<file path="src/rtl/rv_pkg.sv">
// ============================================================================
// Module   : rv_pkg
// Purpose  : Shared writeback types and widths for the register-file port.
// Revision : 1.0 - initial release
// ============================================================================
`default_nettype none

package rv_pkg;

  localparam int XLEN       = 32;
  localparam int REG_ADDR_W = 5;

  typedef struct packed {
    logic                  vld;
    logic [REG_ADDR_W-1:0] rd;
    logic [XLEN-1:0]       data;
  } wb_entry_t;

  typedef enum logic [1:0] {
    GNT_NONE = 2'd0,
    GNT_ALU  = 2'd1,
    GNT_LSU  = 2'd2
  } wb_grant_e;

endpackage

`default_nettype wire

</file>
<file path="src/rtl/wb_fifo.sv">
// ============================================================================
// Module   : wb_fifo
// Purpose  : LSU result buffer with per-entry valid bits and squash-by-rd.
// Revision : 1.0 - initial release
// ============================================================================
`default_nettype none

module wb_fifo
  import rv_pkg::*;
#(
  parameter int DEPTH = 2
) (
  input  logic                  clk,
  input  logic                  rst_n,
  input  logic                  push,
  input  wb_entry_t             push_entry,
  input  logic                  pop,
  input  logic                  squash_en,
  input  logic [REG_ADDR_W-1:0] squash_rd,
  output wb_entry_t             head,
  output logic                  full,
  output logic                  empty,
  output logic                  any_vld
);

  localparam int PTR_W = (DEPTH > 1) ? $clog2(DEPTH) : 1;
  localparam int CNT_W = PTR_W + 1;

  logic [DEPTH-1:0]      vld_q;
  logic [REG_ADDR_W-1:0] rd_q   [DEPTH];
  logic [XLEN-1:0]       data_q [DEPTH];
  logic [PTR_W-1:0]      wr_ptr;
  logic [PTR_W-1:0]      rd_ptr;
  logic [CNT_W-1:0]      count;

  assign full    = (count == CNT_W'(DEPTH));
  assign empty   = (count == '0);
  assign any_vld = |vld_q;

  always_comb begin
    head      = '0;
    head.vld  = vld_q[rd_ptr] && !empty;
    head.rd   = rd_q[rd_ptr];
    head.data = data_q[rd_ptr];
  end

  always_ff @(posedge clk or negedge rst_n) begin
    if (!rst_n) begin
      wr_ptr <= '0;
      rd_ptr <= '0;
      count  <= '0;
    end else begin
      if (push) wr_ptr <= wr_ptr + PTR_W'(1);
      if (pop)  rd_ptr <= rd_ptr + PTR_W'(1);
      count <= count + CNT_W'(push) - CNT_W'(pop);
    end
  end

  // Push targets a free slot and pop the occupied head, so they never collide.
  always_ff @(posedge clk or negedge rst_n) begin
    if (!rst_n) begin
      vld_q <= '0;
    end else begin
      for (int i = 0; i < DEPTH; i++) begin
        if (push && (wr_ptr == PTR_W'(i))) begin
          vld_q[i] <= push_entry.vld;
        end else if (pop && (rd_ptr == PTR_W'(i))) begin
          vld_q[i] <= 1'b0;
        end else if (squash_en && (rd_q[i] == squash_rd)) begin
          vld_q[i] <= 1'b0;
        end
      end
    end
  end

  always_ff @(posedge clk) begin
    for (int i = 0; i < DEPTH; i++) begin
      if (push && (wr_ptr == PTR_W'(i))) begin
        rd_q[i]   <= push_entry.rd;
        data_q[i] <= push_entry.data;
      end
    end
  end

endmodule

`default_nettype wire

</file>
<file path="src/rtl/wb_arbiter.sv">
// ============================================================================
// Module   : wb_arbiter
// Purpose  : Shares the register-file write port between ALU and buffered LSU.
//            WB_STARVE_GUARD_EN enables the LSU starvation guard.
// Revision : 1.0 - initial release
// ============================================================================
`default_nettype none

module wb_arbiter
  import rv_pkg::*;
#(
  parameter int LSU_FIFO_DEPTH = 2,
  parameter int STARVE_LIMIT   = 4
) (
  input  logic                  clk,
  input  logic                  rst_n,
  input  logic                  alu_valid,
  input  logic [REG_ADDR_W-1:0] alu_rd,
  input  logic [XLEN-1:0]       alu_data,
  output logic                  alu_stall,
  input  logic                  lsu_valid,
  input  logic [REG_ADDR_W-1:0] lsu_rd,
  input  logic [XLEN-1:0]       lsu_data,
  output logic                  lsu_ready,
  output logic                  rf_we,
  output logic [REG_ADDR_W-1:0] rf_rd,
  output logic [XLEN-1:0]       rf_wdata,
  output logic                  lsu_busy
);

  wb_entry_t head;
  wb_entry_t push_entry;
  wb_grant_e grant;
  logic      full;
  logic      empty;
  logic      any_vld;
  logic      push;
  logic      pop;
  logic      squash_en;
  logic      force_lsu;
  logic      alu_wr_req;

  assign alu_wr_req = alu_valid && (alu_rd != '0);
  assign lsu_ready  = rst_n && !full;
  assign lsu_busy   = rst_n && any_vld;

`ifdef WB_STARVE_GUARD_EN
  logic [3:0] starve_cnt;

  assign force_lsu = (starve_cnt == 4'(STARVE_LIMIT));

  always_ff @(posedge clk or negedge rst_n) begin
    if (!rst_n) begin
      starve_cnt <= '0;
    end else if ((grant == GNT_LSU) || !any_vld) begin
      starve_cnt <= '0;
    end else if (head.vld && !force_lsu) begin
      starve_cnt <= starve_cnt + 4'd1;
    end
  end
`else
  assign force_lsu = 1'b0;
`endif

  // Gating on rst_n keeps the port silent while reset is held.
  always_comb begin
    grant     = GNT_NONE;
    alu_stall = 1'b0;
    if (rst_n) begin
      if (force_lsu && head.vld) begin
        grant     = GNT_LSU;
        alu_stall = 1'b1;
      end else if (head.vld && !alu_wr_req) begin
        grant = GNT_LSU;
      end else if (alu_wr_req) begin
        grant = GNT_ALU;
      end
    end
  end

  // Squashed heads drain silently alongside whatever else is granted.
  assign pop       = (grant == GNT_LSU) || (!empty && !head.vld);
  assign squash_en = (grant == GNT_ALU);

  // rd==0 results and results overwritten by this cycle's ALU write are dropped.
  assign push = lsu_valid && lsu_ready && (lsu_rd != '0) &&
                !(squash_en && (lsu_rd == alu_rd));

  always_comb begin
    push_entry      = '0;
    push_entry.vld  = 1'b1;
    push_entry.rd   = lsu_rd;
    push_entry.data = lsu_data;
  end

  always_comb begin
    rf_we    = 1'b0;
    rf_rd    = alu_rd;
    rf_wdata = alu_data;
    if (grant == GNT_LSU) begin
      rf_we    = 1'b1;
      rf_rd    = head.rd;
      rf_wdata = head.data;
    end else if (grant == GNT_ALU) begin
      rf_we = 1'b1;
    end
  end

  wb_fifo #(
    .DEPTH (LSU_FIFO_DEPTH)
  ) u_fifo (
    .clk        (clk),
    .rst_n      (rst_n),
    .push       (push),
    .push_entry (push_entry),
    .pop        (pop),
    .squash_en  (squash_en),
    .squash_rd  (alu_rd),
    .head       (head),
    .full       (full),
    .empty      (empty),
    .any_vld    (any_vld)
  );

endmodule

`default_nettype wire

</file>
<file path="config.mk">
export PLATFORM = sky130hd
export DESIGN_NAME = wb_arbiter
export DESIGN_NICKNAME = d
export VERILOG_FILES = /design/src/rtl/rv_pkg.sv /design/src/rtl/wb_fifo.sv /design/src/rtl/wb_arbiter.sv
export SDC_FILE = /design/constraint.sdc
export NUM_CORES = 1
export LEC_CHECK = 0
export CORE_ASPECT_RATIO = 0.9
export CORE_MARGIN = 2
export CORE_UTILIZATION = 40
export DETAILED_ROUTE_END_ITERATION = 16
export GPL_TIMING_DRIVEN = 0
export PLACE_DENSITY = 0.75
export SLEW_MARGIN = 20
export SYNTH_ARGS = -nofsm -noshare
export SYNTH_HDL_FRONTEND = slang
export SYNTH_SLANG_ARGS = --single-unit
</file>
<file path="constraint.sdc">
create_clock -name clk -period 2.9 [get_ports clk]
set_input_delay 0.435 -clock clk [delete_from_list [all_inputs] [get_ports clk]]
set_output_delay 0.435 -clock clk [all_outputs]
set_load 0.1 [all_outputs]
</file>
==> flow_metrics.tcl, run 1 <==
set metrics [dict create \
    grt_overflow 0 \
    slew_viol_final 0 \
    p_per_area_nw_per_um2 882.6 \
    pwr-share-comb_pct 53.8 \
    clock_skew_ps 7.972 \
    hold_viol_final 0 \
    r2r_slack_ps 890 \
    vias 2550 \
    fin_crit_ps 2847 \
    grt_use_met1_pct 20.49 \
    arrival_ps 2410 \
    rr_startpoint "u_fifo.count[0]" \
    grt_pass1_vias 2648 \
    peakVddDrop_mv 0.4793 \
    avgSynthCellArea_um2 14.03 \
    reg2reg_to "u_fifo.data_q[1][6]" \
    areaGrowthSynthToFinish_pct 54.54 \
    max_slew_margin_pct 34.56 \
    ys_seq_area_share_pct 64.27 \
    grtUsageTotal_pct 16.92 \
    antenna_found_initial 0 \
    floorplan.initialDensity_pct 40.82 \
    pwr-share-clk_pct 15.8 \
    synth-seq-cells 80 \
    crit_fanout 10 \
    sw_frac_of_total_pct 44.43 \
    post-route-period-util_pct 98.18 \
    vias_per_cell 4.913 \
    wl_per_cell_um 16.08 \
    die_w_um 105.3 \
    finalNonFillerCells 519 \
    cts.sinks 80 \
    start_kind "primary input" \
    drc 0 \
    clkLatencyLatePin_ps 340 \
    register_area_um2 2372 \
    place_hpwl_um 5658 \
    place.gp.congestion 0.8209 \
    ios 119 \
    drt-total-wl_um 8343 \
    hp-class "primary input to asynchronous set/reset pin" \
    grt_max_degree 38 \
    rsz0062_at_grt "true" \
    layout-drive-gt1-share_pct 25.69 \
    diodes 0 \
    synth_fp_nets 343 \
    setup_violations 0 \
    status "completed" \
    synth.distinct_cells 37 \
    ff2ff_path_depth 7 \
    syn_inst 263 \
    clk_path_buf_depth 2 \
    drv_cap 0 \
    crit_type "primary input to primary output" \
    syn_area_um2 3691 \
    grt.met2_usage_pct 28.76 \
    ctsHoldBuffers 0 \
    switching_power_uw 2237 \
    ant_nets 0 \
    dpl.cell_count 502 \
    top_usage_layer "met2" \
    use_met3_pct 2.939 \
    fillers 675 \
    p_leak_uw 0.002161 \
    cts.clk_slew.worst_paths_ps 80 \
    tightest_slew_ps 978.6 \
    htree_levels 3 \
    drt_iter0_drc 141 \
    worstPathRequired_ps 2470 \
    internal_power_uw 2798 \
    die_y_um 95.13 \
    first_pass_iters 4 \
    multi_input_area_um2 1394 \
    core-area_um2 9042 \
    timing.fmax_mhz 351.2 \
    crit_path_end_kind "primary output" \
    cts_tree "yes" \
    io_buffers 116 \
    root_buffer "clkbuf_8" \
    rows 33 \
    finalNetCount 472 \
    die_area_um2 10010 \
    seqPwrFrac_pct 30.4 \
    synth_warnings 0 \
    numCtsBuffers 9 \
    grt_pass1_wl_um 12810 \
    fin_tns_setup_ps 0 \
    crit_start "alu_rd[0]" \
    crit_end "rf_wdata[12]" \
]
==> worst min path at each step <==
stage / cells past startpoint / to / slack, ps / from
global route: 1 / u_fifo.count[1] / 170 / rst_n
CTS: 1 / u_fifo.count[1] / 150 / rst_n
floorplan: 0 / u_fifo.count[0] / 140 / rst_n
global placement: 1 / u_fifo.count[1] / 550 / u_fifo.count[1]
detailed placement: 1 / u_fifo.count[1] / 560 / u_fifo.count[1]
finish: 1 / u_fifo.count[1] / 160 / rst_n
==> power groups by stage <==
stage	clock, µW	combinational [µW]	sequential (µW)
floorplan	0	1930	1540
global placement	0	2460	1550
detailed placement	0	2500	1560
CTS	812	2610	1530
global route	869	2860	1550
finish	795	2710	1530
==> synth_stat cells, drive strengths merged <==
library cell / count / area [µm²]
xnor2: 12 / 105.1
a21oi: 3 / 15.01
edfxtp: 74 / 2222
o21ai: 40 / 286.5
a2bb2oi: 1 / 15.01
o31ai: 1 / 7.510
or4: 2 / 18.77
a21boi: 2 / 15.01
clkbuf: 6 / 22.52
buf: 9 / 91.34
nor4: 1 / 6.260
nor2: 2 / 7.510
or2: 1 / 6.260
and2: 1 / 6.260
xor2: 6 / 52.55
nor3: 1 / 5.000
mux2: 1 / 11.26
o41ai: 2 / 25.03
nand3: 3 / 15.01
nand2b: 1 / 6.260
o21a: 1 / 7.510
o2bb2ai: 1 / 8.760
conb: 1 / 3.750
inv: 5 / 18.77
ha: 2 / 25.02
nand2: 38 / 142.6
mux2i: 37 / 370.4
dfrtp: 6 / 150.1
o211ai: 1 / 7.510
o22ai: 1 / 6.260
o211a: 1 / 10.01
==> layout make-up <==
class	instances	share of cell area, %
Sequential cell	80	41.59
Timing Repair Buffer	119	25.29
Multi-Input combinational cell	163	24.44
Tap cell	122	2.676
Clock buffer	12	2.544
Buffer	14	2.347
Clock inverter	4	0.7896
Inverter	5	0.3290
==> placed cells by master, fill, tap and decap left out, types with 10 or more instances in the layout <==
cell and n:
clkdlybuf4s50_1 72, edfxtp_1 74, clkbuf_8 10, buf_6 18, o21ai_1 10, buf_12 22
o21ai_4 23, nand2_1 38, mux2i_1 37, xnor2_1 12
==> sequential cells by signal (all words and copies together), names as in the netlist <==
name,cells
u_fifo.data_q,64
u_fifo.rd_q,10
u_fifo.count,2
u_fifo.vld_q,2
u_fifo.rd_ptr,1
u_fifo.wr_ptr,1
==> cells by family after synthesis <==
family | count (synthesis) | share of synthesized area [%]
other | 1 | 0.1016
buffers and inverters | 20 | 3.593
AOI/OAI and AO/OA | 54 | 10.95
adders and majority gates | 2 | 0.6779
muxes | 38 | 10.34
xor gates and xnor gates | 18 | 4.271
DFF | 80 | 64.27
and+or+nand+nor | 50 | 5.797
==> timing repair <==
item,CTS,global route
pin swaps,0,5
gates resized for setup,289,32
endpoints found under the setup margin,81,35
buffers inserted,0,1
==> per-layer routing <==
layer / vias up / wire (µm)
met5: - / 0
met1: 1212 / 3692
met4: 0 / 189
met3: 17 / 369
li1: 1228 / -
met2: 93 / 4091
==> worst max-delay path, stage by stage <==
cell	delay, ps
clkdlybuf4s15_2	240
or4_4	560
a2bb2oi_2	180
or2_1	280
buf_8	170
buf_12	170
o21ai_4	160
buf_8	210
==> through the flow <==
step / util (%) / worst slack, ps / hold WS, ps / total power, µW / area [µm²]
after floorplan: - / -495.2 / 139.4 / 3466 / 3897
after global placement: 57.63 / -1244 / 553.7 / 4008 / 5211
after detailed placement: 57.87 / -1253 / 556.4 / 4051 / 5233
after CTS: 61.15 / 1.266 / 149.6 / 4947 / 5529
after global routing: 63.08 / -2.168 / 166.0 / 5277 / 5704
final: 63.08 / 52.81 / 161.9 / 5035 / 5704
Note: power is estimated with default switching activity, not from simulation.
==> run 2: changes to the inputs <==
- ABC_AREA: default -> 1
- PLACE_DENSITY: 0.75 -> 0.74
==> flow_metrics.tcl, run 2 <==
set metrics [dict create \
    cts_tree "yes" \
    synth_fp_nets 436 \
    start_kind "primary input" \
    hold_viol_final 0 \
    hold_depth 2 \
    synth.most_common_cell "nand2_1" \
    tightest_slew_ps 962.1 \
    p_leak_uw 0.002165 \
    grt_overflow 0 \
    ff2ff_path_depth 6 \
    largest_register_ffs 64 \
    syn_area_um2 3779 \
    reg2reg_to "u_fifo.data_q[1][11]" \
    reg_top3 "u_fifo.data_q (64), u_fifo.rd_q (10)" \
    ant_nets 0 \
    grtUsageTotal_pct 18.45 \
    htree_levels 3 \
    floorplan.initialDensity_pct 41.22 \
    design_area_um2 5338 \
    vias 2959 \
    grt_pass1_wl_um 14280 \
    regMostFlops "u_fifo.data_q" \
    wl_per_cell_um 14.98 \
    finalPower_uw 4758 \
    syn_inst 356 \
    clkLatencyLatePin_ps 340 \
    die_y_um 96.21 \
    timing.fmax_mhz 362.3 \
    post_cts_buffers 0 \
    io_buffers 117 \
    holdPathEnd "u_fifo.wr_ptr" \
    drc 0 \
    diodes 0 \
    root_buffer "clkbuf_8" \
    crit_path_end_kind "primary output" \
    crit_fanout 10 \
    clk_path_buf_depth 2 \
    status "completed" \
    finalNetCount 567 \
    register_area_um2 2372 \
    cts.clk_slew.worst_paths_ps 70 \
    fin_crit_ps 2760 \
    numCtsBuffers 9 \
    hp-class "flop to flop" \
    synth_top_area_share_pct 58.81 \
    post-route-period-util_pct 95.17 \
    die_w_um 106.5 \
    p_per_area_nw_per_um2 891.5 \
    antenna_found_initial 0 \
    synthFlopType "edfxtp_1" \
    netlist.top_cell.by_area "edfxtp_1" \
    final_cell_mix "82 x nand2_1, 78 x nor2_1, 76 x clkdlybuf4s50_1" \
    layout-drive-gt1-share_pct 21.95 \
    timing.final.ws_setup_ps 140.0 \
    setup_violations 0 \
    cts.sinks 80 \
    multi_input_area_um2 1235 \
    first_pass_iters 4 \
    avgSynthCellArea_um2 10.61 \
    worstPathRequired_ps 2470 \
    place.gp.congestion 0.8381 \
    final_common_cell "nand2_1" \
    dp_slack_ps -709.5 \
    ys_top_cells_by_area "edfxtp_1 59%, nand2_1 8.1%, nor2_1 7.7%" \
    grt_pass1_vias 2999 \
    place_hpwl_um 6696 \
    rows 33 \
    drt_iter0_drc 118 \
    die_area_um2 10240 \
    arrival_ps 2320 \
    areaGrowthSynthToFinish_pct 41.26 \
    synth.distinct_cells 26 \
    synth-edff-count 74 \
    synthTopCellsByCount "82 x nand2_1, 78 x nor2_1, 74 x edfxtp_1, 23 x inv_1, 19 x o31ai_2" \
    peakVddDrop_mv 0.4496 \
    drt-total-wl_um 9198 \
    clock_skew_ps 14.88 \
    r2r_slack_ps 870 \
    max_slew_margin_pct 36.12 \
    synth-seq-cells 80 \
    place_area_um2 5176 \
    grt_max_degree 25 \
    core-area_um2 9166 \
    holdWs_ps 500.8 \
    ys_seq_area_share_pct 62.78 \
    synth_warnings 0 \
    rsz0062_at_grt "false" \
    fin_tns_setup_ps 0 \
    fillers 815 \
    drv_cap 0 \
    ys_async_sr_fraction_pct 7.500 \
    crit_type "primary input to primary output" \
    ios 119 \
    rr_startpoint "u_fifo.count[1]" \
    slew_viol_final 0 \
    min_from "u_fifo.wr_ptr" \
    vias_per_cell 4.819 \
]
run 2: layer usage:
layer / routed length [µm] / vias up / part of all wire (%) / global-route usage (%)
li1: - / 1473 / - / -
met1: 3832 / 1389 / 42 / 21.50
met2: 4738 / 91 / 52 / 33.49
met3: 555 / 6 / 6.0 / 4.130
met4: 71 / 0 / 0.77 / 7.143
met5: 0 / - / 0 / 0
run 2: area by class of cell:
cell class                 instances  area share (%)
buffer                            18           2.157
timing repair buffer             120           21.59
tap                              122           2.860
multi-input combinational        232           23.14
clock inverter                     5           1.524
sequential                        80           44.44
inverter                          26           1.828
clock buffer                      11           2.461
run 2: power breakdown:
part | switching, µW | total, µW | leakage [µW] | internal (µW)
combinational | 1780 | 2370 | 0.00131 | 597
sequential | 59.5 | 1500 | 0.000749 | 1440
clock | 393 | 880 | 0.000104 | 486
total | 2230 | 4760 | 0.00217 | 2530
run 2: per-stage QoR:
| stage | instances | util, % |
|---|---|---|
| 2_1_floorplan | 356 | - |
| 3_3_place_gp | 595 | 55.95 |
| 3_5_place_dp | 597 | 56.47 |
| 4_1_cts | 613 | 56.99 |
| 5_1_grt | 614 | 58.23 |
| 6_report | 614 | 58.23 |
run 2: kinds of logic after synthesis:
family	share of synthesized area, %
AOI/OAI and AO/OA	11.92
xor gates and xnor gates	0.9271
adders and majority gates	0.6621
buffers and inverters	5.629
DFF	62.78
other	0.09924
and+or+nand+nor	17.98
run 2: what timing repair did:
item | in CTS | in global routing
endpoints found under the hold margin | 0 | 6
hold buffers | 0 | 1
resized for setup | 213 | 36
setup endpoints to repair | 40 | 33
pin swaps | 0 | 0
run 2: worst max-delay path, cell delays in order:
cell and delay (ps):
clkdlybuf4s50_1 600, nor2_1 90, nand3_1 90, nand2_1 100
nand2_2 140, buf_6 190, buf_6 180, nand2_1 80
o31ai_2 60, clkbuf_4 370
run 2: worst max-delay path by stage:
| stage | end | slack (ps) | start | cells after the start |
|---|---|---|---|---|
| 6_report | rf_wdata[28] | 140 | alu_rd[3] | 10 |
| 5_1_grt | rf_wdata[28] | 0.9 | alu_rd[3] | 10 |
| 4_1_cts | rf_rd[3] | 3 | rst_n | 8 |
| 3_5_place_dp | rf_wdata[7] | -710 | rst_n | 7 |
| 3_3_place_gp | rf_wdata[0] | -710 | rst_n | 7 |
| 2_1_floorplan | rf_wdata[0] | -720 | alu_rd[1] | 6 |
